===== src/rtl/boot_pkg.sv =====
// Shared types and constants for the UART boot sequencer: FSM states,
// frame sync byte, default load address and frame-length width.
package boot_pkg;

  localparam logic [7:0]  SYNC_BYTE         = 8'hA5;
  localparam logic [31:0] DEFAULT_BASE_ADDR = 32'h0000_8000;
  localparam int unsigned LEN_W             = 16;

  typedef enum logic [2:0] {
    S_IDLE,
    S_LEN0,
    S_LEN1,
    S_DATA,
    S_CHECK,
    S_RELEASE,
    S_RUN,
    S_ERROR
  } boot_state_e;

  // Byte address of word idx relative to base.
  function automatic logic [31:0] word_addr(input logic [31:0] base,
                                            input logic [LEN_W-1:0] idx);
    return base + {{(32-LEN_W-2){1'b0}}, idx, 2'b00};
  endfunction

endpackage


===== src/rtl/boot_word_assembler.sv =====
// Packs payload bytes into little-endian 32-bit words, keeps the running
// XOR checksum and issues a registered instruction-memory write per word.
module boot_word_assembler
  import boot_pkg::*;
#(
  parameter logic [31:0] BASE_ADDR = DEFAULT_BASE_ADDR
) (
  input  logic             clk,
  input  logic             rst,
  input  logic             clear,
  input  logic             byte_en,
  input  logic [7:0]       byte_data,
  output logic             last_byte,
  output logic [LEN_W-1:0] word_idx,
  output logic [7:0]       chk,
  output logic             imem_we,
  output logic [31:0]      imem_addr,
  output logic [31:0]      imem_wdata
);

  logic [1:0]       byte_idx_q, byte_idx_d;
  logic [23:0]      shift_q,    shift_d;
  logic [7:0]       chk_q,      chk_d;
  logic [LEN_W-1:0] word_idx_q, word_idx_d;
  logic             we_q,       we_d;
  logic [31:0]      addr_q,     addr_d;
  logic [31:0]      wdata_q,    wdata_d;

  always_comb begin
    byte_idx_d = byte_idx_q;
    shift_d    = shift_q;
    chk_d      = chk_q;
    word_idx_d = word_idx_q;
    we_d       = 1'b0;
    addr_d     = addr_q;
    wdata_d    = wdata_q;
    if (clear) begin
      byte_idx_d = '0;
      shift_d    = '0;
      chk_d      = '0;
      word_idx_d = '0;
    end else if (byte_en) begin
      chk_d      = chk_q ^ byte_data;
      byte_idx_d = byte_idx_q + 2'd1;
      case (byte_idx_q)
        2'd0: shift_d[7:0]   = byte_data;
        2'd1: shift_d[15:8]  = byte_data;
        2'd2: shift_d[23:16] = byte_data;
        default: begin
          // Address/data are latched with the strobe so they stay valid
          // while the next word already starts assembling.
          we_d       = 1'b1;
          addr_d     = word_addr(BASE_ADDR, word_idx_q);
          wdata_d    = {byte_data, shift_q};
          word_idx_d = word_idx_q + 1'b1;
        end
      endcase
    end
  end

  always_ff @(posedge clk or negedge rst) begin
    if (!rst) begin
      byte_idx_q <= '0;
      shift_q    <= '0;
      chk_q      <= '0;
      word_idx_q <= '0;
      we_q       <= 1'b0;
      addr_q     <= BASE_ADDR;
      wdata_q    <= '0;
    end else begin
      byte_idx_q <= byte_idx_d;
      shift_q    <= shift_d;
      chk_q      <= chk_d;
      word_idx_q <= word_idx_d;
      we_q       <= we_d;
      addr_q     <= addr_d;
      wdata_q    <= wdata_d;
    end
  end

  assign last_byte  = (byte_idx_q == 2'd3);
  assign word_idx   = word_idx_q;
  assign chk        = chk_q;
  assign imem_we    = we_q;
  assign imem_addr  = addr_q;
  assign imem_wdata = wdata_q;

endmodule


===== src/rtl/uart_boot_sequencer.sv =====
// Boot sequencer: holds the core, loads a framed UART image into
// instruction memory, verifies its XOR checksum and releases the PC.
module uart_boot_sequencer
  import boot_pkg::*;
#(
  parameter int unsigned NUM_WORDS = 64,
  parameter logic [31:0] BASE_ADDR = DEFAULT_BASE_ADDR
) (
  input  logic        clk,
  input  logic        rst,
  input  logic        boot_req,
  input  logic        rx_valid,
  input  logic [7:0]  rx_data,
  output logic        rx_ready,
  output logic        imem_we,
  output logic [31:0] imem_addr,
  output logic [31:0] imem_wdata,
  output logic        cpu_hold,
  output logic        pc_load,
  output logic [31:0] pc_load_val,
  output logic        boot_done,
  output logic        boot_error
);

  boot_state_e      state_q, state_d;
  logic [LEN_W-1:0] len_q,   len_d;
  logic [LEN_W-1:0] len_full;
  logic             rx_fire;
  logic             asm_clear;
  logic             asm_byte_en;
  logic             asm_last_byte;
  logic [LEN_W-1:0] asm_word_idx;
  logic [7:0]       asm_chk;

  // Ready depends on state only, keeping it free of any path from rx_valid.
  assign rx_ready = !(state_q == S_RELEASE || state_q == S_RUN);
  assign rx_fire  = rx_valid && rx_ready;
  assign len_full = {rx_data, len_q[7:0]};

  always_comb begin
    state_d     = state_q;
    len_d       = len_q;
    cpu_hold    = 1'b1;
    pc_load     = 1'b0;
    boot_done   = 1'b0;
    boot_error  = 1'b0;
    asm_clear   = 1'b0;
    asm_byte_en = 1'b0;
    case (state_q)
      S_IDLE: begin
        if (rx_fire && rx_data == SYNC_BYTE) begin
          state_d   = S_LEN0;
          asm_clear = 1'b1;
        end
      end
      S_LEN0: begin
        if (rx_fire) begin
          len_d[7:0] = rx_data;
          state_d    = S_LEN1;
        end
      end
      S_LEN1: begin
        if (rx_fire) begin
          len_d = len_full;
          if (len_full != '0 && 32'(len_full) <= NUM_WORDS) state_d = S_DATA;
          else                                               state_d = S_ERROR;
        end
      end
      S_DATA: begin
        if (rx_fire) begin
          asm_byte_en = 1'b1;
          if (asm_last_byte && (asm_word_idx + 1'b1) == len_q) state_d = S_CHECK;
        end
      end
      S_CHECK: begin
        if (rx_fire) state_d = (rx_data == asm_chk) ? S_RELEASE : S_ERROR;
      end
      S_RELEASE: begin
        pc_load = 1'b1;
        state_d = S_RUN;
      end
      S_RUN: begin
        cpu_hold  = 1'b0;
        boot_done = 1'b1;
        if (boot_req) state_d = S_IDLE;
      end
      S_ERROR: begin
        boot_error = 1'b1;
        // A fresh sync wins over boot_req so the incoming frame is not lost.
        if (rx_fire && rx_data == SYNC_BYTE) begin
          state_d   = S_LEN0;
          asm_clear = 1'b1;
        end else if (boot_req) begin
          state_d = S_IDLE;
        end
      end
      default: state_d = S_IDLE;
    endcase
  end

  always_ff @(posedge clk or negedge rst) begin
    if (!rst) begin
      state_q <= S_IDLE;
      len_q   <= '0;
    end else begin
      state_q <= state_d;
      len_q   <= len_d;
    end
  end

  boot_word_assembler #(
    .BASE_ADDR (BASE_ADDR)
  ) u_asm (
    .clk        (clk),
    .rst        (rst),
    .clear      (asm_clear),
    .byte_en    (asm_byte_en),
    .byte_data  (rx_data),
    .last_byte  (asm_last_byte),
    .word_idx   (asm_word_idx),
    .chk        (asm_chk),
    .imem_we    (imem_we),
    .imem_addr  (imem_addr),
    .imem_wdata (imem_wdata)
  );

  assign pc_load_val = BASE_ADDR;

endmodule


===== config.mk =====
export PLATFORM = sky130hd
export DESIGN_NAME = uart_boot_sequencer
export DESIGN_NICKNAME = d
export VERILOG_FILES = /design/src/rtl/boot_pkg.sv /design/src/rtl/boot_word_assembler.sv /design/src/rtl/uart_boot_sequencer.sv
export SDC_FILE = /design/constraint.sdc
export NUM_CORES = 1
export LEC_CHECK = 0
export ABC_AREA = 1
export BUFFER_PORTS_ARGS = -buffer_cell sky130_fd_sc_hd__buf_2
export CAP_MARGIN = 15
export CORE_ASPECT_RATIO = 1.2
export CORE_MARGIN = 2
export CORE_UTILIZATION = 30
export CTS_BUF_LIST = sky130_fd_sc_hd__clkbuf_4 sky130_fd_sc_hd__clkbuf_8
export CTS_CLUSTER_SIZE = 16
export DETAILED_ROUTE_END_ITERATION = 16
export SYNTH_ARGS = -nofsm -noshare
export SYNTH_HDL_FRONTEND = slang
export SYNTH_SLANG_ARGS = --single-unit

===== constraint.sdc =====
create_clock -name clk -period 2.2 [get_ports clk]
set_input_delay 0.11 -clock clk [delete_from_list [all_inputs] [get_ports clk]]
set_output_delay 0.11 -clock clk [all_outputs]
set_load 0.01 [all_outputs]

==> flow_metrics.tcl, run 1 <==
set metrics [dict create \
    slew-limit-headroom_pct 60.2 \
    grt_usage_pct 13.7 \
    wl_met2_um 6560 \
    slew_violations 0 \
    met3WireLength_um 571 \
    die_x_um 134 \
    cts_buffers 17 \
    powerDensity_nw_per_um2 1380 \
    post-route-min-period_ns 1.96 \
    hold_class "primary input to flop" \
    dieArea_um2 21300 \
    drv_cap 0 \
    cts_root_buffer "clkbuf_8" \
    clock_path_buffers 2 \
    dp_hpwl_um 10200 \
    required_ns 2.54 \
    synth_seq_cells 119 \
    setup_tns_ns 0 \
    grt_pass1_vias 4484 \
    whs_path_depth 4 \
    pin_count 114 \
    antenna_left 0 \
    place.gp.congestion 0.820 \
    routed_wl_um 13800 \
    cp-start-kind "flop" \
    row_count 56 \
    syn_to_final_growth_pct 15.5 \
    multiInputGateArea_um2 2380 \
    grt_pass1_wl_um 22900 \
    syn_inst 723 \
    path_clk_slew_ns 0.08 \
    leakage_nw 3.66 \
    synth_seq_area_share_pct 49.3 \
    post_drt_via_cell_ratio 4.35 \
    top_layer "met4" \
    hp-start "rx_valid" \
    worstReg2RegStart "u_asm.word_idx[1]" \
    diodes 0 \
    fillers 2081 \
    skew_ns 0.0114 \
    final.period_utilization_pct 88.9 \
    cts.sinks 119 \
    die_h_um 159 \
    final_util_pct 35.5 \
    antenna_found_initial 0 \
    placed_cells 1044 \
    layout_setup_ws_ns 0.244 \
    hold_end "state_q[2]" \
    cts_tree "yes" \
    cp_data_arrival_time_ns 2.30 \
    hold_violations 0 \
    critPathMaxFanout 4 \
    portBuffers 66 \
    ys_types 38 \
    wl_met1_um 6330 \
    critPathKind "flop to flop" \
    num_vias 4711 \
    status "finished, final reports clean" \
    r2r_end "state_q[1]" \
    dp_slack_ns 0.198 \
    worst_pin_slew_ns 0.596 \
    final_cell_area_um2 6970 \
    rrSetupSlack_ns 0.24 \
    holdWs_ns 0.0625 \
    clk_latency_ns 0.46 \
    htree_levels 4 \
    grt_max_degree 55 \
    synth_warnings 0 \
    final_nets 826 \
    start_util_pct 30.8 \
    regArea_um2 2980 \
    vdd_drop_max_mv 0.661 \
    end_kind "flop" \
    drc 0 \
    drive_above_1_share_pct 18.1 \
    syn_avg_cell_area_um2 8.35 \
    drt_iter0_drc 225 \
    power_mw 9.61 \
    firstDrtPassIters 4 \
    setup_viol_count_final 0 \
    wl_per_cell_um 12.7 \
    ff2ff_path_depth 14 \
    synth.cell_area_um2 6040 \
    grt_overflow_total 0 \
    core_um2 19600 \
    fmax_mhz 511 \
    final_cells 1082 \
    placed_cell_area_um2 6500 \
]
[synthesized netlist by cell type, drive strengths merged]
cell,number,area share (%)
o211ai,2,0.25
nand3,48,4.1
a21oi,5,0.41
conb,2,0.12
nor4b,1,0.15
dfrtp,118,49
o22ai,10,1.7
buf,62,7.9
inv,96,6.0
clkbuf,6,0.37
xnor2,2,0.29
nor2,44,3.6
dfstp,1,0.44
o21bai,1,0.12
or2,1,0.10
nor4,2,0.21
xnor3,1,0.37
ha,6,1.2
o21ai,95,7.9
nand3b,1,0.12
nand2,189,12
a21boi,7,0.87
a32o,1,0.17
nor3,3,0.25
xor2,10,1.5
nand4,9,0.93
[registers in the layout (all words and copies together) (netlist names)]
register and flops:
u_asm.chk 8, u_asm.shift_q 24, state_q 3, u_asm.imem_addr 17, u_asm.imem_wdata 32, u_asm.word_idx 16, u_asm.byte_idx_q 2, len_q 16
u_asm.imem_we 1
[worst max-delay path: stages, from the launching register on]
cell and delay (ns):
dfrtp_1 0.45, ha_4 0.18, nand3_2 0.11, nor2_1 0.22, nand2_1 0.11, nand3_1 0.09
nand2_1 0.05, nor2_1 0.08, nand3_1 0.08, nor2_1 0.10, nand2_1 0.09, nand2_2 0.10
nand2_2 0.06, nand2_1 0.06, nand2_1 0.06
[worst max path at each step]
stage | from | endpoint | slack, ns | cells after the start
2_1_floorplan | u_asm.word_idx[0] | state_q[0] | 0.47 | 14
3_3_place_gp | u_asm.word_idx[2] | state_q[1] | 0.28 | 15
3_5_place_dp | u_asm.word_idx[0] | state_q[1] | 0.20 | 14
4_1_cts | u_asm.word_idx[0] | state_q[1] | 0.19 | 14
5_1_grt | u_asm.word_idx[1] | state_q[0] | -0.01 | 15
6_report | u_asm.word_idx[1] | state_q[1] | 0.24 | 14
[per-layer routing]
metal,up-vias,GRT usage (%)
met1,2189,18.2
met5,-,0
met3,22,3.15
met2,124,21.5
met4,0,6.00
li1,2376,-
[cells in the final DEF (no fill, tap or decap), types with 4 or more instances in the layout]
master / count
nand3_1: 46
ha_1: 5
nor2_2: 4
buf_2: 65
nand2_1: 184
inv_6: 5
nand2_2: 5
xor2_1: 10
o21ai_0: 82
inv_1: 91
o22ai_2: 6
a21oi_1: 5
inv_2: 4
nor2_4: 4
conb_1: 47
dlygate4sd3_1: 5
o21ai_1: 12
nand4_1: 9
o22ai_1: 4
dfrtp_1: 116
a21boi_0: 7
clkbuf_8: 17
nor2_1: 35
buf_4: 18
[power by group]
group	internal [mW]	total, mW	switching (mW)
logic	1.44	3.70	2.26
registers	3.24	3.94	0.698
clock network	0.934	1.97	1.04
total	5.61	9.61	4.00
[timing repair]
action	in CTS	in global routing
setup endpoints to repair	0	3
resized for setup	0	7
hold endpoints to repair	51	0
hold buffers	5	0
setup buffers	0	1
[cell families (layout without fill, tap and decap cells)]
family	count (synthesis)	in the layout	share of synthesized area, %
adder cells (fa/ha/maj)	6	6	1.24
AO/OA/AOI/OAI	121	121	11.4
flip-flops	119	119	49.3
XOR/XNOR	13	13	2.11
other	2	47	0.124
AND/OR/NAND/NOR	298	298	21.5
buffers and inverters	164	217	14.3
[cell type report]
cell class / count / area share, %
well taps: 261 / 4.68
multi-input cells: 485 / 34.1
clock buffers: 17 / 3.36
repair buffers: 89 / 7.61
clock inverters: 15 / 2.24
flip-flops and latches: 119 / 42.8
inverters: 96 / 5.20
Note: power is estimated with default switching activity, not from simulation.
==> inputs of run 2 (changes only) <==
CTS_CLUSTER_SIZE = 20   (was 16)
clock period = 2.51 ns   (was 2.2 ns; I/O delays follow)
==> run 2 against run 1 <==
Compared with the run above: register-to-register slack better by 0.28 ns; combinational power is 14% lower; count of clock-buffer cells in the layout unchanged; sequential share of layout area is 0.59 points higher; clock power fell by 9.6%; clock skew up 0.0032 ns; utilization decreased by 0.51 points; global-route usage down 0.26 points; fmax down 1.4%; design area down 1.4%; routed wire length shrank 0.54%; critical path type unchanged; largest cell class unchanged.
==> flow_metrics.tcl, run 2 (synthesis results as in run 1) <==
set metrics [dict create \
    num_vias 4651 \
    pin_count 114 \
    dp_hpwl_um 9940 \
    ff2ff_path_depth 14 \
    clock_path_buffers 2 \
    drv_cap 0 \
    multiInputGateArea_um2 2370 \
    wl_per_cell_um 12.8 \
    syn_to_final_growth_pct 13.8 \
    core_um2 19600 \
    grt_usage_pct 13.5 \
    final_cell_mix "nand2_1 (184), dfrtp_1 (118), inv_1 (91)" \
    grt_max_degree 59 \
    end_kind "flop" \
    htree_levels 4 \
    cp-start-kind "flop" \
    final_cell_area_um2 6870 \
    drc 0 \
    setup_viol_count_final 0 \
    drive_above_1_share_pct 16.7 \
    dieArea_um2 21300 \
    grt_pass1_wl_um 22700 \
    die_x_um 134 \
    power_mw 8.40 \
    slew_violations 0 \
    whs_path_depth 3 \
    routed_wl_um 13700 \
    path_clk_slew_ns 0.08 \
    regArea_um2 2980 \
    post-route-min-period_ns 1.98 \
    hold_class "primary input to flop" \
    powerDensity_nw_per_um2 1220 \
    rsz0062_at_grt "false" \
    portBuffers 66 \
    setup_tns_ns 0 \
    slew-limit-headroom_pct 57.5 \
    placed_cell_area_um2 6450 \
    grt_overflow_total 0 \
    final.period_utilization_pct 79.0 \
    holdWs_ns 0.0255 \
    hold_violations 0 \
    place.gp.congestion 0.789 \
    antenna_left 0 \
    status "finished, final reports clean" \
    fmax_mhz 504 \
    layout_commonest_cell "nand2_1" \
    firstDrtPassIters 4 \
    cp_data_arrival_time_ns 2.33 \
    critPathMaxFanout 4 \
    largest_reg_flops 32 \
    post_drt_via_cell_ratio 4.35 \
    cts.sinks 119 \
    vdd_drop_max_mv 0.542 \
    required_ns 2.86 \
    cts_tree "yes" \
    final_nets 813 \
    start_util_pct 30.8 \
    grt_pass1_vias 4369 \
    clk_latency_ns 0.45 \
    row_count 56 \
    diodes 0 \
    worst_pin_slew_ns 0.638 \
    placed_cells 1035 \
    leakage_nw 3.62 \
    critPathKind "flop to flop" \
    cts_buffers 17 \
    skew_ns 0.0145 \
    cts_root_buffer "clkbuf_8" \
    cts_setup_buffers 0 \
    die_h_um 159 \
    antenna_found_initial 0 \
    fillers 2110 \
    final_cells 1069 \
    drt_iter0_drc 213 \
]
-- run 2: area by class of cell --
cell class / instances / area share [%]
Inverter: 96 / 5.24
Multi-Input combinational cell: 485 / 34.4
Sequential cell: 119 / 43.3
Timing Repair Buffer: 76 / 6.37
Clock inverter: 15 / 2.46
Clock buffer: 17 / 3.40
Tap cell: 261 / 4.75
-- run 2: stage by stage --
step,worst slack [ns],utilization (%)
floorplan,0.784,-
global route,0.185,35.0
CTS,0.518,35.0
global placement,0.551,32.9
detailed placement,0.522,32.9
finish,0.526,35.0
-- run 2: routing by layer --
| layer | part of all wire [%] | global-route usage, % | vias to the layer above |
|---|---|---|---|
| li1 | - | - | 2350 |
| met1 | 46 | 17.7 | 2159 |
| met2 | 48 | 21.3 | 123 |
| met3 | 4.4 | 3.50 | 19 |
| met4 | 1.8 | 5.13 | 0 |
| met5 | 0 | 0 | - |
-- run 2: final timing paths --
check                                      endpoint  slack, ns           startpoint
worst max-delay path                     state_q[0]       0.53    u_asm.word_idx[1]
worst min-delay path              u_asm.shift_q[17]       0.03           rx_data[1]
worst max register to register           state_q[0]       0.53    u_asm.word_idx[1]
worst min register to register  u_asm.imem_addr[16]       0.46  u_asm.imem_addr[16]
max in group asynchronous       u_asm.imem_addr[15]       1.49                  rst
min in group asynchronous       u_asm.imem_wdata[9]       0.24                  rst
-- run 2: critical path: stages, from the launching register on --
cell and delay (ns):
dfrtp_1 0.42, ha_1 0.22, nand3_2 0.11, nor2_1 0.23, nand3_1 0.15, nand2_1 0.10, nand3_1 0.06, nand2_1 0.06
nand3_1 0.07, nor2_1 0.08, nand2_1 0.09, nand2_2 0.11, nand2_2 0.06, nand2_1 0.06, nand2_1 0.05
-- run 2: timing repair --
item                      4_1_cts  5_1_grt
hold buffers                    2        0
gates resized for setup         0        0
hold endpoints to repair       48        0
-- run 2: report_power, final --
part / switching, mW / total, mW / internal [mW]
sequential: 0.621 / 3.46 / 2.84
combinational: 1.95 / 3.17 / 1.21
clock: 0.877 / 1.78 / 0.903
total: 3.45 / 8.40 / 4.95
==> inputs of run 3 (changes only) <==
clock period = 1.9 ns   (was 2.51 ns; I/O delays follow)
==> run 3 against run 2 <==
Compared with the run above: sequential share of layout area shrank 2.1 points; flip-flop and latch count is the same; utilization grew 1.8 points; combinational power grew 46%; die area is the same; global-route usage grew 0.24 points; worst hold slack gained 0.042 ns; design area grew 5.2%; register-to-register slack lost 0.49 ns; final cell count grew 2.4%; fmax grew 6.6%; count of clock-buffer cells in the layout grew 3; largest power group is now combinational logic.
==> flow_metrics.tcl, run 3 (synthesis results as in run 1) <==
set metrics [dict create \
    status "finished, final reports clean" \
    largest_reg_flops 32 \
    die_h_um 159 \
    drc 0 \
    place.gp.congestion 0.802 \
    timing.critical_path.buf_inv 1 \
    dp_hpwl_um 10100 \
    grt_max_degree 63 \
    row_count 56 \
    grt_usage_pct 13.7 \
    diodes 0 \
    hp-start "rx_valid" \
    drt_iter0_drc 223 \
    rsz0062_at_grt "true" \
    powerDensity_nw_per_um2 1590 \
    slew-limit-headroom_pct 63.6 \
    drv_cap 0 \
    num_vias 4779 \
    critical-path-top-delay-family "simple AND/OR/NAND/NOR gates" \
    worst_path_most_repeated_cell "nand2_1" \
    grt_pass1_wl_um 23100 \
    ff2ff_path_depth 13 \
    whs_path_depth 4 \
    die_x_um 134 \
    post_drt_via_cell_ratio 4.36 \
    dp_slack_ns -0.0837 \
    fillers 2067 \
    grt_overflow_total 0 \
    rrSetupSlack_ns 0.04 \
    grt_pass1_vias 4559 \
    final_nets 840 \
    hold_end "state_q[2]" \
    layout_commonest_cell "nand2_1" \
    clk_latency_ns 0.44 \
    cts_tree "yes" \
    clock_path_buffers 2 \
    hold_class "primary input to flop" \
    wl_met1_um 6330 \
    end_kind "flop" \
    wl_per_cell_um 12.9 \
    setup_tns_ns 0 \
    antenna_found_initial 0 \
    cp_data_arrival_time_ns 2.19 \
    slew_violations 0 \
    worstPathCellList "buf_6 -> nand3_4 -> nor2_4 -> nand2_2 -> o21ai_1 -> nand2_1 -> xor2_1 -> nor2_1 -> nand2_1 -> nand2_2 -> nand2_2 -> nand2_1 -> nand2_1" \
    met3WireLength_um 596 \
    r2r_end "state_q[1]" \
    final_util_pct 36.8 \
    htree_levels 4 \
    cp-start-kind "flop" \
    critPathMaxFanout 6 \
    power_mw 11.5 \
    pin_count 114 \
    cts_buffers 17 \
    wl_met2_um 6800 \
    top_layer "met4" \
    slowest_stage "dfrtp_2" \
    drive_above_1_share_pct 21.3 \
    fmax_mhz 537 \
    portBuffers 66 \
    syn_to_final_growth_pct 19.7 \
    hold_violations 0 \
    worst_pin_slew_ns 0.547 \
    leakage_nw 3.76 \
    dieArea_um2 21300 \
    final.period_utilization_pct 97.9 \
    critPathKind "flop to flop" \
    worstReg2RegStart "u_asm.word_idx[0]" \
    cts.sinks 119 \
    slowest_delay_ns 0.42 \
    vdd_drop_max_mv 0.718 \
    final_cell_mix "nand2_1 (181), dfrtp_1 (114), inv_1 (89)" \
    holdWs_ns 0.0680 \
    cts_root_buffer "clkbuf_8" \
    firstDrtPassIters 4 \
    required_ns 2.23 \
    path_depth 13 \
    antenna_left 0 \
    start_util_pct 30.8 \
    layout_setup_ws_ns 0.0392 \
    setup_viol_count_final 0 \
    post-route-min-period_ns 1.86 \
    core_um2 19600 \
    skew_ns 0.0123 \
    routed_wl_um 14100 \
    path_clk_slew_ns 0.07 \
]
run 3: cell count changes in the layout (fill, tap and decap cells not counted), moves of 3 or more:
cell	change
clkinvlp_4	+3
nand2_2	+3
nor2_2	+5
dfrtp_2	+4
nor2_1	-7
inv_6	-5
buf_4	+18
nand2_1	-3
dfrtp_1	-4
buf_12	+5
clkinv_4	-3
run 3: metrics by stage:
step	cells	instance area (um^2)
floorplan	768	6210
global placement	1054	6660
detailed placement	1054	6660
CTS	1092	7160
global route	1095	7230
finish	1095	7230
run 3: repair_timing:
item / 4_1_cts / 5_1_grt
hold buffers: 4 / 0
pin swaps: 1 / 2
hold endpoints to repair: 46 / 0
resized for setup: 10 / 19
endpoints found under the setup margin: 3 / 44
buffers inserted: 3 / 3
run 3: worst max path at each step:
stage                                   from           endpoint  slack [ns]
after global placement     u_asm.word_idx[0]         state_q[0]       -0.02
after global routing      u_asm.word_idx[11]         state_q[0]       -0.20
after CTS                         state_q[0]  u_asm.shift_q[23]      0.0008
after detailed placement   u_asm.word_idx[0]         state_q[0]       -0.08
final                      u_asm.word_idx[0]         state_q[1]        0.04
after floorplan            u_asm.word_idx[0]         state_q[0]        0.17
run 3: layout make-up:
| cell class | count | area (um^2) | share of cell area (%) |
|---|---|---|---|
| multi-input combinational | 485 | 2440 | 33.8 |
| clock inverter | 11 | 126 | 1.75 |
| inverter | 96 | 363 | 5.02 |
| tap | 261 | 327 | 4.52 |
| sequential | 119 | 2980 | 41.3 |
| timing repair buffer | 103 | 716 | 9.90 |
| clock buffer | 20 | 269 | 3.72 |
run 3: power by group:
| group | switching [mW] | internal, mW |
|---|---|---|
| Clock | 1.05 | 1.24 |
| Sequential | 0.814 | 3.76 |
| Combinational | 2.73 | 1.89 |
run 3: layer usage:
layer | up-vias | GRT usage [%]
li1 | 2415 | -
met1 | 2236 | 17.3
met2 | 104 | 22.1
met3 | 24 | 3.63
met4 | 0 | 5.80
met5 | - | 0
run 3: worst reg2reg max path, cell delays in order, from the launching register on:
cell	delay, ns
dfrtp_2	0.42
buf_6	0.12
nand3_4	0.08
nor2_4	0.17
nand2_2	0.08
o21ai_1	0.13
nand2_1	0.13
xor2_1	0.17
nor2_1	0.10
nand2_1	0.09
nand2_2	0.10
nand2_2	0.06
nand2_1	0.06
nand2_1	0.05
